File: src/rtl/step_scheduler_if.sv
// Trigger handshake between the step scheduler and the sample playback engine.
// The scheduler is the master: it presents a 4-bit sample mask with a valid flag
// and the playback engine answers with ready.
interface step_scheduler_if;
    logic       trig_valid;
    logic [3:0] trig_smpl;
    logic       trig_ready;

    modport master (
        output trig_valid,
        output trig_smpl,
        input  trig_ready
    );

    modport slave (
        input  trig_valid,
        input  trig_smpl,
        output trig_ready
    );
endinterface

File: src/rtl/step_scheduler.sv
// Drum step sequencer playback controller.
// Walks an 8-step pattern at a programmable tempo and issues each step's
// sample-trigger mask over a valid/ready handshake. A newer trigger always
// replaces an unaccepted one and the loss is flagged with a one-cycle pulse.
module step_scheduler #(
    parameter int TICK_W = 24
) (
    input  logic                clk,
    input  logic                rst_n,
    input  logic [1:0]          mode,
    input  logic [TICK_W-1:0]   step_period,
    input  logic [31:0]         pattern,
    step_scheduler_if.master    trig_bus,
    output logic                trig_drop,
    output logic [2:0]          step_idx,
    output logic                step_tick,
    output logic                playing
);

    typedef enum logic [1:0] {
        ST_STOP  = 2'd0,
        ST_RUN   = 2'd1,
        ST_PAUSE = 2'd2
    } state_e;

    state_e            state_q, state_d;
    logic [TICK_W-1:0] tick_cnt_q, tick_cnt_d;
    logic [2:0]        idx_q, idx_d;
    logic              valid_q, valid_d;
    logic [3:0]        smpl_q, smpl_d;
    logic              drop_q, drop_d;
    logic              tick_q, tick_d;
    logic              play_q, play_d;
    logic [TICK_W-1:0] last_tick_s;
    logic              load_s;
    logic [3:0]        nib_s;

    // Step k occupies pattern[31-4k -: 4], so step 0 is the top nibble.
    function automatic logic [3:0] step_nibble(input logic [31:0] pat, input logic [2:0] idx);
        step_nibble = pat[{3'd7 - idx, 2'b00} +: 4];
    endfunction

    // Last tick index of a step; periods below 2 behave as 2.
    always_comb begin
        if (step_period < TICK_W'(2)) begin
            last_tick_s = TICK_W'(1);
        end else begin
            last_tick_s = step_period - TICK_W'(1);
        end
    end

    // Next-state, step counter and trigger-path logic.
    always_comb begin
        state_d    = state_q;
        tick_cnt_d = tick_cnt_q;
        idx_d      = idx_q;
        valid_d    = valid_q;
        smpl_d     = smpl_q;
        drop_d     = 1'b0;
        tick_d     = 1'b0;
        load_s     = 1'b0;
        nib_s      = 4'h0;

        // Acceptance first; a load on the same edge overrides it below.
        if (valid_q && trig_bus.trig_ready) begin
            valid_d = 1'b0;
        end else begin
            valid_d = valid_q;
        end

        case (state_q)
            ST_STOP: begin
                if (mode == 2'd1) begin
                    state_d    = ST_RUN;
                    tick_cnt_d = '0;
                    idx_d      = 3'd0;
                    tick_d     = 1'b1;
                    load_s     = 1'b1;
                end else begin
                    state_d    = ST_STOP;
                    tick_cnt_d = '0;
                    idx_d      = 3'd0;
                    valid_d    = 1'b0;
                end
            end
            ST_RUN: begin
                if (mode == 2'd0) begin
                    state_d    = ST_STOP;
                    tick_cnt_d = '0;
                    idx_d      = 3'd0;
                    valid_d    = 1'b0;
                end else if (mode != 2'd1) begin
                    // Pause edge freezes the counter without counting.
                    state_d = ST_PAUSE;
                end else if (tick_cnt_q >= last_tick_s) begin
                    // >= so a shortened period fires at once rather than wrapping.
                    tick_cnt_d = '0;
                    idx_d      = idx_q + 3'd1;
                    tick_d     = 1'b1;
                    load_s     = 1'b1;
                end else begin
                    tick_cnt_d = tick_cnt_q + TICK_W'(1);
                end
            end
            ST_PAUSE: begin
                if (mode == 2'd0) begin
                    state_d    = ST_STOP;
                    tick_cnt_d = '0;
                    idx_d      = 3'd0;
                    valid_d    = 1'b0;
                end else if (mode == 2'd1) begin
                    // Resume edge does not count; counting restarts next edge.
                    state_d = ST_RUN;
                end else begin
                    state_d = ST_PAUSE;
                end
            end
            default: begin
                state_d    = ST_STOP;
                tick_cnt_d = '0;
                idx_d      = 3'd0;
                valid_d    = 1'b0;
            end
        endcase

        // Empty steps leave any pending trigger untouched.
        if (load_s) begin
            nib_s = step_nibble(pattern, idx_d);
        end else begin
            nib_s = 4'h0;
        end

        if (load_s && (nib_s != 4'h0)) begin
            if (valid_q && !trig_bus.trig_ready) begin
                drop_d = 1'b1;
            end else begin
                drop_d = 1'b0;
            end
            valid_d = 1'b1;
            smpl_d  = nib_s;
        end else begin
            smpl_d = smpl_q;
        end

        play_d = (state_d == ST_RUN);
    end

    // State and output registers with asynchronous clear.
    always_ff @(posedge clk or negedge rst_n) begin
        if (!rst_n) begin
            state_q    <= ST_STOP;
            tick_cnt_q <= '0;
            idx_q      <= 3'd0;
            valid_q    <= 1'b0;
            smpl_q     <= 4'h0;
            drop_q     <= 1'b0;
            tick_q     <= 1'b0;
            play_q     <= 1'b0;
        end else begin
            state_q    <= state_d;
            tick_cnt_q <= tick_cnt_d;
            idx_q      <= idx_d;
            valid_q    <= valid_d;
            smpl_q     <= smpl_d;
            drop_q     <= drop_d;
            tick_q     <= tick_d;
            play_q     <= play_d;
        end
    end

    assign trig_bus.trig_valid = valid_q;
    assign trig_bus.trig_smpl  = smpl_q;
    assign trig_drop           = drop_q;
    assign step_idx            = idx_q;
    assign step_tick           = tick_q;
    assign playing             = play_q;

endmodule

File: src/flat_wrapper.sv
// flat-port wrapper written by rule: the top's interface ports become plain ports
module step_scheduler_flat 
#(
    parameter int TICK_W = 24
)
  (clk, rst_n, mode, step_period, pattern, trig_drop, step_idx, step_tick, playing, trig_bus_trig_valid, trig_bus_trig_smpl, trig_bus_trig_ready);
  step_scheduler_if trig_bus_i ();
  input  logic clk;
  input  logic rst_n;
  input  logic [1:0] mode;
  input  logic [TICK_W-1:0] step_period;
  input  logic [31:0] pattern;
  output logic trig_drop;
  output logic [2:0] step_idx;
  output logic step_tick;
  output logic playing;
  output wire logic [$bits(trig_bus_i.trig_valid)-1:0] trig_bus_trig_valid;
  output wire logic [$bits(trig_bus_i.trig_smpl)-1:0] trig_bus_trig_smpl;
  input wire logic [$bits(trig_bus_i.trig_ready)-1:0] trig_bus_trig_ready;
  assign trig_bus_trig_valid = trig_bus_i.trig_valid;
  assign trig_bus_trig_smpl = trig_bus_i.trig_smpl;
  assign trig_bus_i.trig_ready = trig_bus_trig_ready;
  step_scheduler #(.TICK_W(TICK_W)) u_core (.clk(clk), .rst_n(rst_n), .mode(mode), .step_period(step_period), .pattern(pattern), .trig_bus(trig_bus_i), .trig_drop(trig_drop), .step_idx(step_idx), .step_tick(step_tick), .playing(playing));
endmodule
File: config.mk
export PLATFORM = sky130hd
export DESIGN_NAME = step_scheduler_flat
export DESIGN_NICKNAME = d
export VERILOG_FILES = /design/src/rtl/step_scheduler_if.sv /design/src/rtl/step_scheduler.sv /design/src/flat_wrapper.sv
export SDC_FILE = /design/constraint.sdc
export NUM_CORES = 1
export LEC_CHECK = 0
export ABC_AREA = 1
export BUFFER_PORTS_ARGS = -buffer_cell sky130_fd_sc_hd__buf_2
export CAP_MARGIN = 10
export CORE_MARGIN = 5
export CORE_UTILIZATION = 45
export CTS_BUF_LIST = sky130_fd_sc_hd__clkbuf_16
export CTS_CLUSTER_DIAMETER = 40
export DETAILED_ROUTE_END_ITERATION = 8
export PLACE_DENSITY = 0.67
export SYNTH_ARGS = -nofsm -noshare
export SYNTH_HDL_FRONTEND = slang
export SYNTH_SLANG_ARGS = --single-unit
File: constraint.sdc
create_clock -name clk -period 4 [get_ports clk]
set_clock_uncertainty 0.15 [all_clocks]
set_input_delay 0.2 -clock clk [delete_from_list [all_inputs] [get_ports clk]]
set_output_delay 0.2 -clock clk [all_outputs]
set_load 0.02 [all_outputs]
==> qor.yml <==
status: "finished with violations"
violations: "setup timing"
num_vias: 3868
fin_util_pct: 61.5
antenna_found_initial: 0
track_usage_pct: 19.2
cts_tree: "done"
total_power_uw: 1030
rsz0062_at_grt: "true"
yosys.cell_types.count: 40
yosysMostFrequentCell: "nand2_1"
critical_path_class: "input pin to flop"
synth_nets: 625
place_congestion: 0.873
chipHeight_um: 98.8
via_per_inst: 5.07
critPathCaptureType: "flop"
maxCapViolations: 0
num_antenna_cells: 0
ys_seq_area_share_pct: 26.1
max_stage_delay_ns: 0.30
async_flop_share_pct: 100
clockBufferDepth: 2
clock_latency_ns: 0.28
cts.sinks: 37
cts_made_buffers: 5
fin_crit_sh_pct: 103
syn_avg_cell_area_um2: 6.66
fin_tns_setup_ns: -0.751
use_met2_pct: 34.7
drt_drc_violations_left: 0
grt_overflow: 0
crit_start: "step_period[2]"
hp-start: "trig_bus_trig_ready"
hpwl_um: 7250
clockRootBuffer: "clkbuf_16"
die_area_um2: 9760
drt_first_pass_iters: 4
rows: 32
pin_count: 72
drt-total-wl_um: 9470
synth_cells: 533
vdd_drop_max_v: 0.000217
nets: 752
start_kind: "input pin"
syn2layout_area_growth_pct: 33.2
fp.dieW_um: 98.8
grt_pass1_vias: 3872
synth_ff_type: "dfrtp_1"
yosysWarnings: 0
fill_cells: 701
finalSetupViolCount: 6
drt_first_iter_violations: 190
synth_seq_cells: 37
required_ns: 4.06
max_clock_freq_mhz: 242
slowest_stage: "ha_1"
synth_common_cells: "nand2_1 (140), inv_1 (77), nand3_1 (58)"
netlist_area_um2: 3550
start_util_pct: 46.1
finalWorstPathRequiredPeriod_ns: 4.14
synth_area_leaders: "dfrtp_1 (26%), nand2_1 (15%), ha_1 (11%)"
synth_largest_area_cell: "dfrtp_1"
path_clk_slew_ns: 0.05
layout-drive-gt1-share_pct: 30.7
grt_pass1_wl_um: 16000
synth_edf_count: 0
use_met3_pct: 3.47
htree_levels: 2
wl_per_cell_um: 12.4
ant_nets: 0
grt.busiest_layer: "met2"
synth_top_area_share_pct: 26.1
setup_ws_ns: -0.136
slew_violations: 0
rr_startpoint: "u_core.tick_cnt_q[15]$_DFFE_PN0P_"
leakage_uw: 0.00249
coreArea_um2: 7690
cp.arrival_ns: 4.20
hold_class: "input pin to flop"
cp_max_fo: 6
grt_max_degree: 38
met1_usage_pct: 23.0
maxSlewHeadroom_pct: 43.1
cellPowerDensity_nw_per_um2: 218
tightest_slew_ns: 0.853
finalHoldViolCount: 0
portBuffers: 71
layout make-up:
type / instances / area [um^2] / area share, %
flip-flops and latches: 37 / 926 / 19.6
clock buffers: 5 / 125 / 2.65
clock inverters: 3 / 13.8 / 0.291
inverters: 85 / 319 / 6.75
repair buffers: 126 / 807 / 17.1
multi-input cells: 405 / 2410 / 50.9
well taps: 102 / 128 / 2.70
registers in the layout (all words and copies together) (netlist names):
register and flops:
u_core.state_q 2, u_core.trig_drop 1, u_core.step_idx 3, u_core.step_tick 1, u_core.tick_cnt_q 24, u_core.trig_bus.trig_smpl 4
u_core.playing 1, u_core.trig_bus.trig_valid 1
cell families (layout without fill, tap and decap cells):
group	after synthesis	after routing	synth area share [%]
compound gates	62	62	10.6
flops	37	37	26.1
fa+ha+maj	31	31	10.9
xor+xnor	14	14	3.46
buf+inv	93	219	10.4
simple gates	296	298	38.5
placed cells by master (no fill, tap or decap), types with 13 or more instances in the layout:
cell type,count
buf_2,69
buf_4,50
dfrtp_1,37
ha_1,31
inv_1,77
nand2_1,133
nand2_2,13
nand3_1,45
nand3_2,14
nor2_1,44
o21ai_0,17
path summary, 6_finish.rpt:
check                                                           endpoint  depth (start not counted)  slack (ns)
worst min register to register  u_core.trig_bus.trig_smpl[0]$_DFFE_PN0P_                          2        0.33
max in group asynchronous       u_core.trig_bus.trig_smpl[0]$_DFFE_PN0P_                          2        2.74
worst max-delay path            u_core.trig_bus.trig_smpl[3]$_DFFE_PN0P_                         42       -0.14
worst max register to register  u_core.trig_bus.trig_smpl[3]$_DFFE_PN0P_                         22        0.98
worst min-delay path                          u_core.trig_drop$_DFF_PN0_                          4        0.04
min in group asynchronous                    u_core.state_q[0]$_DFF_PN0_                          2        0.42
routing by layer:
metal	up-vias	share of wire (%)	routed length, um
met5	-	0	0
met4	0	1.1	107
met3	13	6.0	567
met2	124	49	4640
met1	1746	44	4150
li1	1985	-	-
critical path, delay by kind of cell:
kind	cells	cell delay, ns
AO/OA/AOI/OAI	4	0.45
AND/OR/NAND/NOR	29	2.60
adder cells (fa/ha/maj)	1	0.30
buffers and inverters	8	0.61
report_power, final:
group / internal (uW) / total, uW / switching (uW)
clock: 226 / 371 / 145
combinational: 97.9 / 258 / 160
sequential: 391 / 401 / 10.0
total: 715 / 1030 / 315
stage by stage:
step / setup slack [ns] / area, um^2 / cells / hold slack [ns]
global placement: -0.292 / 4250 / 731 / 0.197
floorplan: 0.0124 / 3550 / 533 / -0.246
global route: -0.550 / 4720 / 763 / 0.0781
finish: -0.136 / 4720 / 763 / 0.0398
detailed placement: -0.500 / 4250 / 731 / 0.205
CTS: -0.0725 / 4590 / 756 / 0.0248
timing repair:
item,in CTS,in global routing
endpoints found under the hold margin,37,0
endpoints found under the setup margin,6,11
resized for setup,16,19
hold buffers,1,0
setup buffers,15,6
pin swaps,11,11
cloned,1,1
No activity file was read; power rests on OpenSTA's default activity.
